## config.mk

```make
export PLATFORM = sky130hd
export DESIGN_NAME = video_timing_gen
export DESIGN_NICKNAME = d
export VERILOG_FILES = /design/src/rtl/video_timing_gen.sv
export SDC_FILE = /design/constraint.sdc
export NUM_CORES = 1
export LEC_CHECK = 0
export ABC_CLOCK_PERIOD_IN_PS = 2800
export CAP_MARGIN = 10
export CORE_MARGIN = 5
export CORE_UTILIZATION = 30
export CTS_CLUSTER_SIZE = 28
export DETAILED_ROUTE_END_ITERATION = 6
export HOLD_SLACK_MARGIN = 0.03
export PLACE_DENSITY = 0.63
export SYNTH_ARGS = -nofsm -noshare
export SYNTH_HDL_FRONTEND = slang
export SYNTH_SLANG_ARGS = --single-unit
```

## constraint.sdc

```tcl
create_clock -name pixel_clk -period 2.8 [get_ports pixel_clk]
set_input_delay 0.42 -clock pixel_clk [delete_from_list [all_inputs] [get_ports pixel_clk]]
set_output_delay 0.42 -clock pixel_clk [all_outputs]
set_load 0.05 [all_outputs]
```

## src/rtl/video_timing_gen.sv

```systemverilog
// rtl/video_timing_gen.sv - raster timing source with sync/DE/pixel re-alignment (optional VTG_TEST_PATTERN_EN adds test_mode colour bars)
module video_timing_gen #(
    parameter int   H_ACTIVE    = 1280,
    parameter int   H_FP        = 110,
    parameter int   H_SYNC      = 40,
    parameter int   H_BP        = 220,
    parameter int   V_ACTIVE    = 720,
    parameter int   V_FP        = 5,
    parameter int   V_SYNC      = 5,
    parameter int   V_BP        = 20,
    parameter logic SYNC_POL    = 1'b1,
    parameter int   PIX_LATENCY = 2
) (
    input  logic               pixel_clk,
    input  logic               rst,
`ifdef VTG_TEST_PATTERN_EN
    input  logic               test_mode,
`endif
    input  logic [0:2][7:0]    pixel_in,
    output logic signed [11:0] hpos,
    output logic signed [11:0] vpos,
    output logic               active,
    output logic               fsync,
    output logic               de_out,
    output logic               hsync_out,
    output logic               vsync_out,
    output logic [0:2][7:0]    pixel_out,
    output logic [15:0]        frame_cnt
);

    localparam int H_BLANK = H_FP + H_SYNC + H_BP;
    localparam int V_BLANK = V_FP + V_SYNC + V_BP;

    localparam logic signed [11:0] H_START  = 12'(-H_BLANK);
    localparam logic signed [11:0] H_LAST   = 12'(H_ACTIVE - 1);
    localparam logic signed [11:0] HS_FIRST = 12'(-(H_SYNC + H_BP));
    localparam logic signed [11:0] HS_LAST  = 12'(-H_BP - 1);
    localparam logic signed [11:0] V_START  = 12'(-V_BLANK);
    localparam logic signed [11:0] V_LAST   = 12'(V_ACTIVE - 1);
    localparam logic signed [11:0] VS_FIRST = 12'(-(V_SYNC + V_BP));
    localparam logic signed [11:0] VS_LAST  = 12'(-V_BP - 1);

    localparam logic SYNC_IDLE = ~SYNC_POL;

    // Delay-line stage whose contents move into the aligned outputs on the next edge.
    localparam int SRC = (PIX_LATENCY == 0) ? 0 : PIX_LATENCY - 1;

    if (H_BLANK + H_ACTIVE > 2047) begin : g_h_range_err
        $error("video_timing_gen: horizontal total exceeds 2047");
    end
    if (V_BLANK + V_ACTIVE > 2047) begin : g_v_range_err
        $error("video_timing_gen: vertical total exceeds 2047");
    end
    if (PIX_LATENCY < 0 || PIX_LATENCY > 8) begin : g_lat_range_err
        $error("video_timing_gen: PIX_LATENCY outside 0..8");
    end

    // run is low only on the first cycle after reset, holding the raster at frame start.
    logic               run;
    logic signed [11:0] h_nxt;
    logic signed [11:0] v_nxt;
    logic               de_nxt;
    logic               hs_nxt;
    logic               vs_nxt;

    // {de, hsync level, vsync level} per pipeline stage; stage 0 is the current raster position.
    logic [2:0]         ctl_d [0:PIX_LATENCY];
    logic [0:2][7:0]    pix_src;

`ifdef VTG_TEST_PATTERN_EN
    logic [11:0]        hpos_d [0:SRC];
    logic [15:0]        bar_num;
    logic [2:0]         bar_idx;
    logic [2:0]         bar_rgb;
    logic [0:2][7:0]    bar_pix;
`endif

    // Next raster position and the sync/DE flags that belong to it.
    always_comb begin
        h_nxt = hpos + 12'sd1;
        v_nxt = vpos;
        if (!run) begin
            h_nxt = H_START;
            v_nxt = V_START;
        end else if (hpos == H_LAST) begin
            h_nxt = H_START;
            v_nxt = (vpos == V_LAST) ? V_START : vpos + 12'sd1;
        end
        de_nxt = !h_nxt[11] && !v_nxt[11];
        hs_nxt = (h_nxt >= HS_FIRST) && (h_nxt <= HS_LAST);
        vs_nxt = (v_nxt >= VS_FIRST) && (v_nxt <= VS_LAST);
    end

    // Raster counters and frame-start pulse.
    always_ff @(posedge pixel_clk) begin
        if (rst) begin
            hpos  <= H_START;
            vpos  <= V_START;
            run   <= 1'b0;
            fsync <= 1'b0;
        end else begin
            hpos  <= h_nxt;
            vpos  <= v_nxt;
            run   <= 1'b1;
            fsync <= (h_nxt == H_START) && (v_nxt == V_START);
        end
    end

    // Completed-frame counter, stepping the cycle after each fsync.
    always_ff @(posedge pixel_clk) begin
        if (rst) begin
            frame_cnt <= 16'd0;
        end else if (fsync) begin
            frame_cnt <= frame_cnt + 16'd1;
        end
    end

    // DE/sync shift register; sync levels are stored with polarity already applied.
    always_ff @(posedge pixel_clk) begin
        if (rst) begin
            for (int k = 0; k <= PIX_LATENCY; k++) begin
                ctl_d[k] <= {1'b0, SYNC_IDLE, SYNC_IDLE};
            end
`ifdef VTG_TEST_PATTERN_EN
            for (int k = 0; k <= SRC; k++) begin
                hpos_d[k] <= 12'd0;
            end
`endif
        end else begin
            ctl_d[0] <= {de_nxt,
                         hs_nxt ? SYNC_POL : SYNC_IDLE,
                         vs_nxt ? SYNC_POL : SYNC_IDLE};
            for (int k = 1; k <= PIX_LATENCY; k++) begin
                ctl_d[k] <= ctl_d[k-1];
            end
`ifdef VTG_TEST_PATTERN_EN
            hpos_d[0] <= h_nxt;
            for (int k = 1; k <= SRC; k++) begin
                hpos_d[k] <= hpos_d[k-1];
            end
`endif
        end
    end

    assign active    = ctl_d[0][2];
    assign de_out    = ctl_d[PIX_LATENCY][2];
    assign hsync_out = ctl_d[PIX_LATENCY][1];
    assign vsync_out = ctl_d[PIX_LATENCY][0];

    // Extra pixel stages so that the output register lands on the same cycle as de_out.
    if (PIX_LATENCY >= 2) begin : g_pix_dly
        logic [0:2][7:0] pix_d [1:PIX_LATENCY-1];

        // Pixel shift register ahead of the output register.
        always_ff @(posedge pixel_clk) begin
            if (rst) begin
                for (int k = 1; k <= PIX_LATENCY - 1; k++) begin
                    pix_d[k] <= '0;
                end
            end else begin
                pix_d[1] <= pixel_in;
                for (int k = 2; k <= PIX_LATENCY - 1; k++) begin
                    pix_d[k] <= pix_d[k-1];
                end
            end
        end
        assign pix_src = pix_d[PIX_LATENCY-1];
    end else begin : g_pix_direct
        assign pix_src = pixel_in;
    end

`ifdef VTG_TEST_PATTERN_EN
    // Eight vertical bars across the active width; colour bits are {r, g, b}.
    always_comb begin
        bar_num = {4'd0, hpos_d[SRC]} << 3;
        bar_idx = 3'(bar_num / 16'(H_ACTIVE));
        case (bar_idx)
            3'd0:    bar_rgb = 3'b111;
            3'd1:    bar_rgb = 3'b110;
            3'd2:    bar_rgb = 3'b011;
            3'd3:    bar_rgb = 3'b010;
            3'd4:    bar_rgb = 3'b101;
            3'd5:    bar_rgb = 3'b100;
            3'd6:    bar_rgb = 3'b001;
            default: bar_rgb = 3'b000;
        endcase
        bar_pix = {{8{bar_rgb[0]}}, {8{bar_rgb[1]}}, {8{bar_rgb[2]}}};
    end
`endif

    // Output pixel register; blanking forces black.
    always_ff @(posedge pixel_clk) begin
        if (rst) begin
            pixel_out <= '0;
        end else if (!ctl_d[SRC][2]) begin
            pixel_out <= '0;
`ifdef VTG_TEST_PATTERN_EN
        end else if (test_mode) begin
            pixel_out <= bar_pix;
`endif
        end else begin
            pixel_out <= pix_src;
        end
    end

endmodule

```

Word level (Yosys, flattened, before mapping)
Memory sizes are Yosys's and may differ from the RTL's. A register that Yosys moved wholly into a read port is not among the register bits.
Cells that the tools add are included.
{"block": "word_totals", "input_bits": 26, "regBits": 42, "mem_bits_rw": 33, "wordCells": 44, "out_inout_bits": 69, "mem_count": 2}
{"memory": "g_pix_dly.pix_d", "words": 1, "width": 24, "read_ports": 1, "rd_ports_with_merged_regs": 1, "write_ports": 1, "line": "152", "source": "logic [0:2][7:0] pix_d [1:PIX_LATENCY-1];"}
{"memory": "ctl_d", "words": 3, "width": 3, "read_ports": 3, "rd_ports_with_merged_regs": 0, "write_ports": 3, "line": "67", "source": "logic [2:0] ctl_d [0:PIX_LATENCY];"}
{"block": "classes", "magnitude_cmp": 4, "mux": 14, "reduce_logical": 7, "add_sub_neg": 3, "bitwise": 5, "eq_ne": 4}
{"operator": "2-to-1 mux 12 bit", "count": 5}
{"operator": "adder 12 x 2 -> 12 bit, second input constant", "count": 2}
{"operator": "2-to-1 mux 24 bit", "count": 1}
{"operator": "adder 16 x 1 -> 16 bit, second input constant", "count": 1}
{"operator": "== test 12 x 10 -> 1 bit, second input constant", "count": 1}
{"operator": "== test 12 x 11 -> 1 bit, second input constant", "count": 1}
{"operator": "== test 12 bit, second input constant", "count": 1}
{"operator": "== test 12 x 6 -> 1 bit, second input constant", "count": 1}
{"operator": "greater-or-equal comparator 12 x 10 -> 1 bit, second input constant", "count": 1}
{"operator": "greater-or-equal comparator 12 x 6 -> 1 bit, second input constant", "count": 1}
{"operator": "<= comparator 12 x 6 -> 1 bit, second input constant", "count": 1}
{"operator": "<= comparator 12 x 9 -> 1 bit, second input constant", "count": 1}
{"operator": "2-to-1 mux 3 bit", "count": 3}
{"operator": "2-to-1 mux 1 bit", "count": 5}
{"operator": "logical AND 1 bit", "count": 4}
{"operator": "bitwise OR 1 bit", "count": 4}
{"operator": "zero test 1 bit", "count": 2}
{"operator": "OR reduction 2 bit", "count": 1}
{"operator": "NOT 1 bit", "count": 1}

Depth between registers and ports, before layout
Gate-level depths: netlist (run 1).
{"block": "logic_depth", "depth_word": 8, "depth_mapped": 8, "mapped_depth_nobuf": 7}

Worst setup path after synthesis (run 1)
OpenSTA, ideal clock, no wires.
{"block": "synth_path", "path_kind": "reg2reg", "from": "reg hpos[0]", "to": "reg fsync", "path_buffers": 0, "synth_period_minus_slack_ns": 2.674, "arrival_ns": 2.613, "setup_time_ns": 0.061, "stages_incl_launch_ff": 8, "required_time_ns": 2.739, "path_slack_ns": 0.126, "path_cell_list": "dfxtp_1 ha_1 nand4_1 nor4_4 nand4_1 xor2_1 o311ai_2 and4_1"}
{"block": "synth_between", "elab_chain_len": 5, "elab_cells_between_ends": 9, "classes_between": "add/sub: 1; eq/ne: 3; mux: 4; reduce/logical: 1"}
{"item": "start, declared", "line": "20", "source": "output logic signed [11:0] hpos,"}
{"item": "start signal, assigned", "line": "102", "source": "hpos <= h_nxt;"}
{"item": "adder 12 x 2 -> 12 bit / == test 12 bit (equally long branches)", "line": "80, 85"}
{"item": "2-to-1 mux 12 bit", "line": "85", "source": "end else if (hpos == H_LAST) begin"}
{"item": "2-to-1 mux 12 bit", "line": "82", "source": "if (!run) begin"}
{"item": "== test 12 x 10 -> 1 bit / == test 12 x 6 -> 1 bit (equally long branches)", "line": "105", "source": "fsync <= (h_nxt == H_START) && (v_nxt == V_START);"}
{"item": "logical AND 1 bit (*)", "line": "105"}
{"item": "end signal, assigned", "line": "105"}
{"item": "end, declared", "line": "23", "source": "output logic fsync,"}
Mark *: on every way between the ends. The rest lies on a longest branch, timed or not.
A chain may end at the register's enable or synchronous reset.

Worst setup path in the final report (run 1)
Same ends and word-level chain as after synthesis.

==> out/qor.csv, run 1 <==
metric,value,unit
outcome,"finished, final reports clean",
area of the mapped netlist,3719,um^2
grt met3 use,3.823,%
number of buffer cells added on primary ports,94,
internal power,2.189,mW
RSZ-0062 raised after global routing,no,
CTS tree,built,
Hold WC Path Type,register to register,
share of layout cells above drive strength 1,6.499,%
post-DP HPWL,6081,um
Seq pwr share,52.0,%
GR Overflow Total,0,
post-CTS sizing,0,
Gate power share,5.0,%
Post-CTS Setup Inserts,0,
Total Die Area,14720,um^2
critical path's top delay family,simple AND/OR/NAND/NOR gates,
leakage power,1.880,nW
Crit Path Class,register to register,
synthesis warning total,0,
pre-CTS setup slack,0.1656,ns
antenna cells,0,
GRT Overall Usage,12.09,%
drt pass-1 iters,4,
Highest Clock Rate,379.0,MHz
Starting Density,30.83,%
Fin. Hold Viols,0,
Avg WL per Cell,13.22,um
Critical Path RT,3.09,ns
crit path max fanout,8,
instance count on the critical path,7,
Die Y,121.3,um
critical path's slowest cell,nor4_4,
DR DRC count,0,
"Hold-fix buffers, CTS",0,
Post-synth EDFFs,0,
period utilization,94.24,%
Crit. End Element,register,
"commonest non-fill, non-tap cell in the layout",dfxtp_1,
clock tree buffer depth,2,
Cells after Synth,375,
Main synth FF type,dfxtp_1,
Max-slew headroom,49.35,%
busiest grt layer,met2,
largest net degree at the start of global routing,30,
Post-Route Setup TNS,0,ns
Clock Sinks,99,
htree depth,3,
antenna-violating nets left,0,
most frequent cells in the layout,"dfxtp_1, clkdlybuf4s50_1, nand2_1",
vias in the first global route,2804,
total CTS buffers,9,
Synthesized Nets,404,
post-route cell area,5134,um^2
Min-Delay Path Depth,1,
PD cells,543.6,nW/um^2
fin util,42.56,%
Crit path largest cell delay,0.50,ns
number of cells on the worst reg-to-reg path,7,
peak supply drop,0.0002430,V
vias per inst,4.496,
Worst Path Arrival,2.93,ns
max cap viols,0,
slew at the pin closest to its max-slew limit,0.7598,ns
Area growth syn-to-layout,38.06,%
Rows,40,
CP cell instances,"ha_1, nand4_1, nor4_4, a21boi_1, o221ai_1, o311ai_2, and4_1",
Die Wd,121.3,um
RD Place Congestion,0.8304,
M2 GR Usage,17.24,%
Setup crit start kind,register,
clock network fraction of total power,43.1,%
initial antenna violation count,0,
Design Power,2.791,mW
worst setup margin,0.1614,ns
"Cell Area, Placed",4847,um^2
min cycle time layout,2.639,ns
sequential-to-total area share from yosys stat,53.30,%
fin. max-slew vios,0,
Clock Latency Late Sink,0.35,ns
"CTS clk-pin slew, worst paths",0.06,ns
switching power,0.6010,mW
syn_area_per_cell,9.916,um^2
first-pass GRT wire length,14100,um
# setup viols final,0,
Yosys reg bits,99,
ys async rst share,0,%
Core ar.,12060,um^2
switching share of power,21.54,%
Initial DRC Count,123,
Final nets,501,
worst-case clock skew,0.007419,ns
worst path bufs/invs,0,
grt met1 use,16.13,%
vias post-DR,2900,
# IOs,95,
total wire length,8524,um
post-synth cell types,55,
root buffer cell,clkbuf_16,
==> synthesized netlist by cell type (4+ instances only) <==
master,count,area (um^2)
dfxtp_1,99,1982
and4_1,5,43.79
clkbuf_1,10,37.54
nand3_1,18,90.09
nor3_1,9,45.04
nor2b_1,31,193.9
and3_1,5,31.28
inv_1,4,15.01
xnor2_1,12,105.1
a21oi_1,6,30.03
nor2_1,26,97.59
xor2_1,18,157.7
o21ai_0,6,30.03
nand2b_1,4,25.02
nand4_1,5,31.28
and2_1,29,181.4
nand2_1,32,120.1
or3_1,8,50.05
==> sequential cells by signal (all words and copies together) (netlist names) <==
signal	count
hpos	12
ctl_d	9
fsync	1
vpos	12
pixel_out	24
run	1
frame_cnt	16
g_pix_dly.pix_d	24
==> metrics by stage <==
stage,std cells,hold WS [ns]
after floorplan,375,0.4057
after global placement,629,0.4094
after detailed placement,629,0.4113
after CTS,645,0.4289
after global routing,645,0.4420
final,645,0.4247
==> per-layer routing <==
metal	up-vias	part of all wire, %
met5	-	0
met1	1324	48
li1	1469	-
met2	91	42
met4	0	2.6
met3	16	7.7
==> kinds of logic after synthesis <==
group	share of synthesized area [%]
muxes	0.2692
DFF	53.30
xor gates and xnor gates	7.066
AOI/OAI and AO/OA	6.696
buffers and inverters	2.086
adders and majority gates	1.010
and+or+nand+nor	29.58
==> cell type report <==
class / count / area, um^2
fill: 1161 / 6928
sequential: 99 / 1982
multi-input combinational: 258 / 1659
timing repair buffer: 100 / 980.9
clock buffer: 11 / 232.7
tap: 168 / 210.2
clock inverter: 5 / 53.80
inverter: 4 / 15.01
==> worst reg2reg max path: cells and delay by family (launching register included) <==
family	cells	cell delay, ns
AND/OR/NAND/NOR	3	1.04
flip-flops	1	0.45
adder cells (fa/ha/maj)	1	0.33
AO/OA/AOI/OAI	3	0.77
==> power by group through the flow <==
stage | Sequential, mW | Combinational (mW) | Clock, mW
6_report | 1.45 | 0.138 | 1.20
2_1_floorplan | 1.50 | 0.0576 | 0
5_1_grt | 1.45 | 0.149 | 1.31
4_1_cts | 1.45 | 0.139 | 1.24
3_5_place_dp | 1.48 | 0.137 | 0
3_3_place_gp | 1.48 | 0.137 | 0
==> path summary, 6_finish.rpt <==
kind,start,end,slack (ns)
setup / recovery,hpos[0]$_SDFF_PP0_,fsync$_SDFF_PP0_,0.16
hold / removal,g_pix_dly.pix_d[1][15]$_SDFF_PP0_,pixel_out[15]$_SDFF_PP0_,0.42
setup reg to reg,hpos[0]$_SDFF_PP0_,fsync$_SDFF_PP0_,0.16
hold reg to reg,g_pix_dly.pix_d[1][15]$_SDFF_PP0_,pixel_out[15]$_SDFF_PP0_,0.42
Power figures use the tool's default switching activity.
==> run 2: changes to the inputs <==
--- a/config.mk
+++ b/config.mk
@@ -5,7 +5,7 @@
 export SDC_FILE = /design/constraint.sdc
 export NUM_CORES = 1
 export LEC_CHECK = 0
-export ABC_CLOCK_PERIOD_IN_PS = 2800
+export ABC_CLOCK_PERIOD_IN_PS = 2500
 export CAP_MARGIN = 10
 export CORE_MARGIN = 5
 export CORE_UTILIZATION = 30
==> constraint.sdc (replaced) <==
create_clock -name pixel_clk -period 2.5 [get_ports pixel_clk]
set_input_delay 0.375 -clock pixel_clk [delete_from_list [all_inputs] [get_ports pixel_clk]]
set_output_delay 0.375 -clock pixel_clk [all_outputs]
set_load 0.05 [all_outputs]
==> run 2 against run 1 <==
  * Die area stayed put
  * Non-clock buffer count rose by 8
  * Highest routed layer unchanged
  * Critical path depth shrank 1
  * Wire length is 1.1% higher
  * Combinational power rose by 15%
  * First-iteration DRC count is 8.9% higher
  * Worst setup slack hardly changed
  * Clock-buffer cell count unchanged
  * Global-route usage down 0.28 points
  * Critical endpoint unchanged
  * Core utilization rose by 1.0 points
  * Cell area is 2.4% higher
  * Sequential power is 12% higher
  * Largest cell class unchanged
==> out/qor.csv, run 2 (same netlist as run 1, synthesis figures left out) <==
metric,value,unit,change
# setup viols final,0,,unchanged
Avg WL per Cell,13.20,um,was 13.22 um
"commonest non-fill, non-tap cell in the layout",dfxtp_1,,unchanged
met2 routed WL,3596,um,was 3558 um
Post-Route Setup TNS,0,ns,unchanged
RR Startpoint,hpos[8]$_SDFF_PP0_,,was hpos[0]$_SDFF_PP0_
number of buffer cells added on primary ports,94,,unchanged
Worst Path Arrival,2.61,ns,was 2.93 ns
CP endpoint,fsync$_SDFF_PP0_,,unchanged
Design Power,3.296,mW,was 2.791 mW
Crit. End Element,register,,unchanged
clock tree buffer depth,2,,unchanged
htree depth,3,,unchanged
Critical Path RT,2.77,ns,was 3.09 ns
Starting Density,30.83,%,unchanged
min cycle time layout,2.339,ns,was 2.639 ns
DR DRC count,0,,unchanged
vias post-DR,2922,,was 2900
RD Place Congestion,0.8041,,was 0.8304
"CTS clk-pin slew, worst paths",0.07,ns,was 0.06 ns
crit path launch,hpos[8]$_SDFF_PP0_,,was hpos[0]$_SDFF_PP0_
M1 WL,4295,um,was 4091 um
worst-case clock skew,0.007271,ns,was 0.007419 ns
share of layout cells above drive strength 1,9.072,%,was 6.499%
Setup crit start kind,register,,unchanged
outcome,"finished, final reports clean",,unchanged
antenna-violating nets left,0,,unchanged
CTS tree,built,,unchanged
max cap viols,0,,unchanged
crit path max fanout,6,,was 8
period utilization,93.55,%,was 94.24%
fin util,43.57,%,was 42.56%
RR Endpoint,fsync$_SDFF_PP0_,,unchanged
R2R setup slack,0.16,ns,about the same
GR Overflow Total,0,,unchanged
Final nets,509,,was 501
critical path's slowest cell,or4b_4,,was nor4_4
post-route cell area,5255,um^2,was 5134 um^2
"Hold-fix buffers, CTS",0,,unchanged
PD cells,627.3,nW/um^2,was 543.6 nW/um^2
peak supply drop,0.0003336,V,was 0.0002430 V
vias per inst,4.475,,was 4.496
Clock Latency Late Sink,0.33,ns,was 0.35 ns
Highest Clock Rate,427.6,MHz,was 379.0 MHz
Crit Path Class,register to register,,unchanged
Rows,40,,unchanged
total wire length,8618,um,was 8524 um
Hold Slack,0.2402,ns,was 0.4247 ns
uppermost layer routed,met4,,unchanged
vias in the first global route,2769,,was 2804
initial antenna violation count,0,,unchanged
Non-Filler Instances,653,,was 645
post-DP HPWL,6196,um,was 6081 um
Crit path largest cell delay,0.58,ns,was 0.50 ns
Die Wd,121.3,um,unchanged
met3 routed WL,638,um,was 653 um
Hold WC Path Type,primary input to register,,was register to register
dpl cells,636,,was 629
pre-CTS setup slack,0.1542,ns,was 0.1656 ns
fin. max-slew vios,0,,unchanged
most frequent cells in the layout,"dfxtp_1, clkdlybuf4s50_1, nand2_1",,unchanged
Fin. Hold Viols,0,,unchanged
leakage power,1.942,nW,was 1.880 nW
"Cell Area, Placed",4911,um^2,was 4847 um^2
worst setup margin,0.1614,ns,about the same
CP cell instances,"or4b_4, nor4_4, nand4_1, xor2_1, o311ai_2, and4_1",,"was ha_1, nand4_1, nor4_4, a21boi_1, o221ai_1, o311ai_2, and4_1"
slew at the pin closest to its max-slew limit,0.5540,ns,was 0.7598 ns
Total Die Area,14720,um^2,unchanged
Clock Sinks,99,,unchanged
antenna cells,0,,unchanged
Seq. cell area,1986,um^2,was 1982 um^2
RSZ-0062 raised after global routing,no,,unchanged
drt pass-1 iters,4,,unchanged
Top Registers,"g_pix_dly.pix_d: 24 flops, pixel_out: 24 flops, frame_cnt: 16 flops",,unchanged
GRT Overall Usage,11.80,%,was 12.09%
Max-slew headroom,62.95,%,was 49.35%
total CTS buffers,9,,unchanged
number of cells on the worst reg-to-reg path,6,,was 7
Initial DRC Count,134,,was 123
Area growth syn-to-layout,41.32,%,was 38.06%
# IOs,95,,unchanged
Die Y,121.3,um,unchanged
# fillers,1179,,was 1161
area occupied by multi-input gates,1668,um^2,was 1659 um^2
Core ar.,12060,um^2,unchanged
root buffer cell,clkbuf_16,,unchanged
first-pass GRT wire length,14170,um,was 14100 um
largest net degree at the start of global routing,56,,was 30
-- run 2: how the worst min path moves through the flow --
stage,startpoint,end,slack [ns],depth (start not counted)
finish,rst,run$_DFF_P_,0.24,2
global route,rst,run$_DFF_P_,0.24,2
CTS,rst,run$_DFF_P_,0.23,2
detailed placement,g_pix_dly.pix_d[1][5]$_SDFF_PP0_,pixel_out[5]$_SDFF_PP0_,0.41,1
global placement,g_pix_dly.pix_d[1][13]$_SDFF_PP0_,pixel_out[13]$_SDFF_PP0_,0.41,1
floorplan,g_pix_dly.pix_d[1][0]$_SDFF_PP0_,pixel_out[0]$_SDFF_PP0_,0.41,1
-- run 2: routing by layer --
layer	global-route usage [%]	up-vias
met2	16.51	95
li1	-	1483
met4	3.151	0
met5	0	-
met3	3.730	9
met1	17.33	1335
-- run 2: cell type report --
type / instances / area share [%]
Inverter: 4 / 0.2857
Clock buffer: 11 / 4.810
Multi-Input combinational cell: 258 / 31.74
Timing Repair Buffer: 108 / 19.81
Clock inverter: 5 / 1.571
Sequential cell: 99 / 37.79
Tap cell: 168 / 4.000
-- run 2: what timing repair did --
action | CTS | global route
setup endpoints to repair | 0 | 2
resized for setup | 0 | 1
hold endpoints to repair | 0 | 0
buffers inserted | 0 | 1
-- run 2: report_power, final --
group          internal, mW  switching (mW)  total, mW
logic                0.0775          0.0815      0.159
registers              1.61          0.0162       1.62
clock network         0.935           0.581       1.52
total                  2.62           0.678       3.30
-- run 2: critical path: cells and delay by family (launching register included) --
family	cells	cell delay, ns
simple gates	4	1.42
compound gates	1	0.31
xor+xnor	1	0.20
flops	1	0.35
==> run 3: changes to the inputs <==
--- a/config.mk
+++ b/config.mk
@@ -11,6 +11,7 @@
 export CORE_UTILIZATION = 30
 export CTS_CLUSTER_SIZE = 28
 export DETAILED_ROUTE_END_ITERATION = 6
+export GPL_ROUTABILITY_DRIVEN = 0
 export HOLD_SLACK_MARGIN = 0.03
 export PLACE_DENSITY = 0.63
 export SYNTH_ARGS = -nofsm -noshare
==> results of run 3 <==
No change in the layout: final DEF, timing and power equal those of run 2.
